--- config.mk ---
export PLATFORM = sky130hd
export DESIGN_NAME = regfile_sb
export DESIGN_NICKNAME = d
export VERILOG_FILES = /design/src/rtl/regfile_sb.sv
export SDC_FILE = /design/constraint.sdc
export NUM_CORES = 2
export LEC_CHECK = 0
export BUFFER_PORTS_ARGS = -buffer_cell sky130_fd_sc_hd__buf_2
export CAP_MARGIN = 20
export CORE_ASPECT_RATIO = 1.4
export CORE_MARGIN = 2
export CORE_UTILIZATION = 60
export DETAILED_ROUTE_END_ITERATION = 7
export PLACE_DENSITY = 0.81
export REMOVE_ABC_BUFFERS = 1
export SKIP_CTS_REPAIR_TIMING = 1
export SYNTH_ARGS = -nofsm -noshare
export SYNTH_HDL_FRONTEND = slang
export SYNTH_SLANG_ARGS = --single-unit
--- constraint.sdc ---
create_clock -name clock -period 2.4 [get_ports clock]
set_clock_uncertainty 0.15 [all_clocks]
set_input_delay 0 -clock clock [delete_from_list [all_inputs] [get_ports clock]]
set_output_delay 0 -clock clock [all_outputs]
set_load 0.005 [all_outputs]
--- src/rtl/regfile_sb.sv ---
// rtl/regfile_sb.sv - register file with hardwired zero, write bypass and busy scoreboard
module regfile_sb #(
    parameter int WIDTH    = 32,
    parameter int DEPTH    = 32,
    parameter int ZERO_REG = 1,
    parameter int BYPASS   = 1,
    localparam int AW      = $clog2(DEPTH)
) (
    input  logic             clock,
    input  logic             ctrl_reset,
    input  logic             ctrl_writeEnable,
    input  logic [AW-1:0]    ctrl_writeReg,
    input  logic [WIDTH-1:0] data_writeReg,
    input  logic [AW-1:0]    ctrl_readRegA,
    input  logic [AW-1:0]    ctrl_readRegB,
    output logic [WIDTH-1:0] data_readRegA,
    output logic [WIDTH-1:0] data_readRegB,
    input  logic             ctrl_issueEnable,
    input  logic [AW-1:0]    ctrl_issueReg,
    output logic             busy_readRegA,
    output logic             busy_readRegB
);

    localparam bit ZERO_EN   = (ZERO_REG != 0);
    localparam bit BYPASS_EN = (BYPASS != 0);

    logic [WIDTH-1:0] regs_q [DEPTH];
    logic [DEPTH-1:0] busy_q;
    logic [DEPTH-1:0] busy_d;
    logic             wr_ok;
    logic             iss_ok;

    assign wr_ok  = ctrl_writeEnable && !(ZERO_EN && (ctrl_writeReg == '0));
    assign iss_ok = ctrl_issueEnable && !(ZERO_EN && (ctrl_issueReg == '0));

    // Issue is applied after the write clear so a newer producer keeps the flag set.
    always_comb begin
        busy_d = busy_q;
        if (wr_ok) begin
            busy_d[ctrl_writeReg] = 1'b0;
        end
        if (iss_ok) begin
            busy_d[ctrl_issueReg] = 1'b1;
        end
    end

    always_ff @(posedge clock or negedge ctrl_reset) begin
        if (!ctrl_reset) begin
            for (int i = 0; i < DEPTH; i++) begin
                regs_q[i[AW-1:0]] <= '0;
            end
            busy_q <= '0;
        end else begin
            if (wr_ok) begin
                regs_q[ctrl_writeReg] <= data_writeReg;
            end
            busy_q <= busy_d;
        end
    end

    always_comb begin
        data_readRegA = regs_q[ctrl_readRegA];
        busy_readRegA = busy_q[ctrl_readRegA];
        if (ZERO_EN && (ctrl_readRegA == '0)) begin
            data_readRegA = '0;
            busy_readRegA = 1'b0;
        end else if (BYPASS_EN && ctrl_writeEnable && (ctrl_writeReg == ctrl_readRegA)) begin
            data_readRegA = data_writeReg;
            busy_readRegA = 1'b0;
        end
    end

    always_comb begin
        data_readRegB = regs_q[ctrl_readRegB];
        busy_readRegB = busy_q[ctrl_readRegB];
        if (ZERO_EN && (ctrl_readRegB == '0)) begin
            data_readRegB = '0;
            busy_readRegB = 1'b0;
        end else if (BYPASS_EN && ctrl_writeEnable && (ctrl_writeReg == ctrl_readRegB)) begin
            data_readRegB = data_writeReg;
            busy_readRegB = 1'b0;
        end
    end

endmodule

==> results.yml <==
global_routing:
  grt.total_usage_pct: 37.42
  grt_first_pass_wirelength_mm: 268.8
  grt_remaining_overflow: 0
  largest_net_degree_at_the_start_of_global_routing: 89
  via_count_of_the_first_global_routing_pass: 42120
  antenna_found_initial: 5
floorplan:
  boundaryPins: 122
  die_area_mm2: 0.09799
  rows: 134
  die_h_um: 369.6
  fp.dieW_um: 265.1
  core-area_mm2: 0.09506
  initial_core_util_pct: 60.25
layout:
  final_net_count: 4276
  area_used_by_multi_input_combinational_logic_mm2: 0.02977
  drive_above_1_share_pct: 53.33
  area_taken_by_flip_flops_and_latches_mm2: 0.02643
  area_growth_syn_to_layout_pct: 15.62
  postLayoutCellArea_mm2: 0.06623
  n_fill_cell: 6023
clock_tree:
  cts_max_path_buffers: 3
  cts.sink_count: 1056
  clk_pin_slew_ns: 0.07
  clk-insertion-delay-late_ns: 0.72
  ctsHtreeMaxLevel: 3
  cts_made_buffers: 100
  tritoncts: "yes"
  buffer_cell_driving_the_clock_tree_root: "clkbuf_16"
drt:
  detailedRoute.firstPassIterationCount: 5
  detailed_route_drc_error_count: 0
  detailedRoute.firstIterationViolations: 4439
  routed_wire_length_per_instance_um: 33.63
  drt_wl_total_mm: 185.5
  via_count: 40810
  antenna_violating_nets_post_route: 0
  avgViaCountPerCell: 7.396
sta:
  final-setup-viol-count: 64
  timing.final.crit_share_pct: 115.2
  maxClockFrequency_mhz: 361.8
  slew_viol_final: 0
  max_transition_margin_pct: 27.00
  grt_setup_unrepaired: "true"
  finalHoldWorstSlack_ns: -0.02819
  hold_violations: 2
  worst_slew_pin_slew_ns: 1.091
  finalWorstPathRequiredPeriod_ns: 2.764
  final.setup.tns_ns: -10.44
  final_critical_path_setup_slack_ns: -0.3638
placed_design:
  gpl.final_weighted_congestion: 0.9237
  placement.io_buffers: 121
  placement.cell_area_mm2: 0.06111
  dp_hpwl_mm: 116.1
logic_synthesis:
  netlist_area_mm2: 0.05728
  postSynthRegisterBits: 1056
  edff_count_synth: 0
  synthesis.yosys.warnings: 0
  yosysSeqAreaShare_pct: 46.13
  synth-async-reset-ratio_pct: 100.0
  synth_cells: 4033
  postSynth.topFlopCell: "dfrtp_1"
  post_synth_num_cell_types: 62
  post_synth.cell_area_avg_um2: 14.20
run:
  drv.max_cap_violation_count: 0
min_path:
  timing.hold.worst_path_depth: 5
  hold_start: "ctrl_writeReg[4]"
  min_path_type: "in -> reg"
  worst_hold_path.endpoint: "busy_q[1]"
power:
  power_density_mw_per_mm2: 786.1
  static-leakage-power_nw: 28.84
  worst_ir_drop_vdd_mv: 0.6591
critical_path:
  critical_path.max_fanout: 2
  r2r_setup_slack_ns: 0.86
  critical_path.reg2reg.endpoint: "busy_q[25]"
  worst_setup_path_start_kind: "flop"
  worst-setup-path-type: "reg -> out"
  worstRegToRegCells: 3
  worst_setup_end_kind: "primary output"
  worstPathRequired_ns: 2.25
  cp.arrival_ns: 2.61
  worstReg2RegStart: "busy_q[25]"
outcome:
  run_status: "finished with violations"
  violations: "negative hold slack, negative setup slack"
cell usage in the layout, fill, tap and decap left out, types with 15 or more instances in the layout:
cell,count
a211oi_2,47
nor3_1,18
clkbuf_16,101
a22oi_1,31
o22ai_1,25
nor2_1,73
nor2_4,18
nand3_1,21
dlygate4sd3_1,62
a21oi_1,38
a221oi_1,49
nor2b_1,32
mux4_2,425
buf_12,101
nand2_2,17
nand2_1,65
o22ai_2,15
o21ai_0,63
buf_4,251
a221o_1,24
dfrtp_1,1056
mux2i_1,227
clkinv_2,18
clkbuf_1,22
mux2_2,999
a211oi_1,31
a21oi_2,16
buf_2,111
clkbuf_8,16
a211o_1,18
o211ai_1,15
a22o_1,15
and2_4,22
registers in the layout, summed over array words and instances (netlist names):
name and cells:
regs_q 1024, busy_q 32
final cells by class:
class / instances / area share (%)
Multi-Input combinational cell: 2523 / 44.96
Sequential cell: 1056 / 39.90
Timing Repair Buffer: 535 / 7.873
Clock buffer: 139 / 4.274
Tap cell: 1224 / 2.312
Clock inverter: 35 / 0.6499
Inverter: 4 / 0.02267
Antenna cell: 2 / 0.007557
cell usage after synthesis (24+ instances only):
cell / count / area share [%]
dfrtp_1: 1056 / 46
mux2_2: 999 / 20
mux4_2: 425 / 17
clkbuf_1: 250 / 1.6
mux2i_1: 239 / 4.2
nor2_1: 94 / 0.62
a211oi_1: 82 / 1.1
nand2_1: 82 / 0.54
o21ai_0: 79 / 0.69
buf_2: 78 / 0.68
a21oi_1: 55 / 0.48
a221oi_1: 50 / 0.76
buf_4: 49 / 0.64
buf_1: 48 / 0.31
nor2b_1: 43 / 0.47
o22ai_1: 40 / 0.44
a22oi_1: 37 / 0.48
and2_1: 28 / 0.31
buf_6: 25 / 0.49
a221o_1: 24 / 0.42
nand3_1: 24 / 0.21
routing by layer:
metal / vias to the layer above / routed length (um) / global-route usage, %
met5: - / 14 / 0
met4: 2 / 17940 / 31.40
met3: 961 / 17750 / 8.984
met2: 2733 / 87300 / 58.90
met1: 21210 / 62540 / 43.57
li1: 15910 / - / -
how the worst max path moves through the flow:
stage / startpoint / end / slack (ns) / cells past startpoint
after floorplan: ctrl_writeEnable / regs_q[192] / -0.05 / 4
after global placement: ctrl_readRegB[1] / busy_readRegB / -0.14 / 10
after detailed placement: ctrl_readRegB[1] / busy_readRegB / -0.18 / 10
after CTS: regs_q[759] / data_readRegA[23] / -0.51 / 6
after global routing: regs_q[756] / data_readRegA[20] / -0.38 / 6
final: regs_q[908] / data_readRegB[12] / -0.36 / 6
where the power goes:
group	switching (W)	internal, W	total (W)
clock network	0.00712	0.00909	0.0162
registers	0.00270	0.0212	0.0239
logic	0.00495	0.00699	0.0119
metrics by stage:
step / worst slack [ns] / std cells / hold slack [ns] / total power (W) / utilization [%]
global route: -0.3844 / 5517 / 0.01511 / 0.05386 / 69.66
detailed placement: -0.1800 / 5238 / -0.1930 / 0.03492 / 64.28
finish: -0.3638 / 5518 / -0.02819 / 0.05206 / 69.66
CTS: -0.5145 / 5412 / -0.9292 / 0.05100 / 67.71
global placement: -0.1446 / 5238 / -0.1962 / 0.03424 / 64.28
floorplan: -0.04702 / 3583 / -0.4456 / 0.03048 / -
critical path: stages (launching register included):
cell and delay, ns:
dfrtp_1 0.39, buf_4 0.14, mux4_2 0.46, o32ai_1 0.28, nor4_1 0.10, a221o_1 0.36, buf_2 0.17
kinds of logic (layout without fill, tap and decap cells):
logic type / Yosys count / in the layout / synth area share, %
other: 0 / 2 / 0
AND/OR/NAND/NOR: 360 / 360 / 3.152
AO/OA/AOI/OAI: 482 / 482 / 6.083
flip-flops: 1056 / 1056 / 46.13
buffers and inverters: 454 / 713 / 3.794
XOR/XNOR: 10 / 10 / 0.1529
multiplexers: 1671 / 1671 / 40.68
No activity file was read; power rests on OpenSTA's default activity.
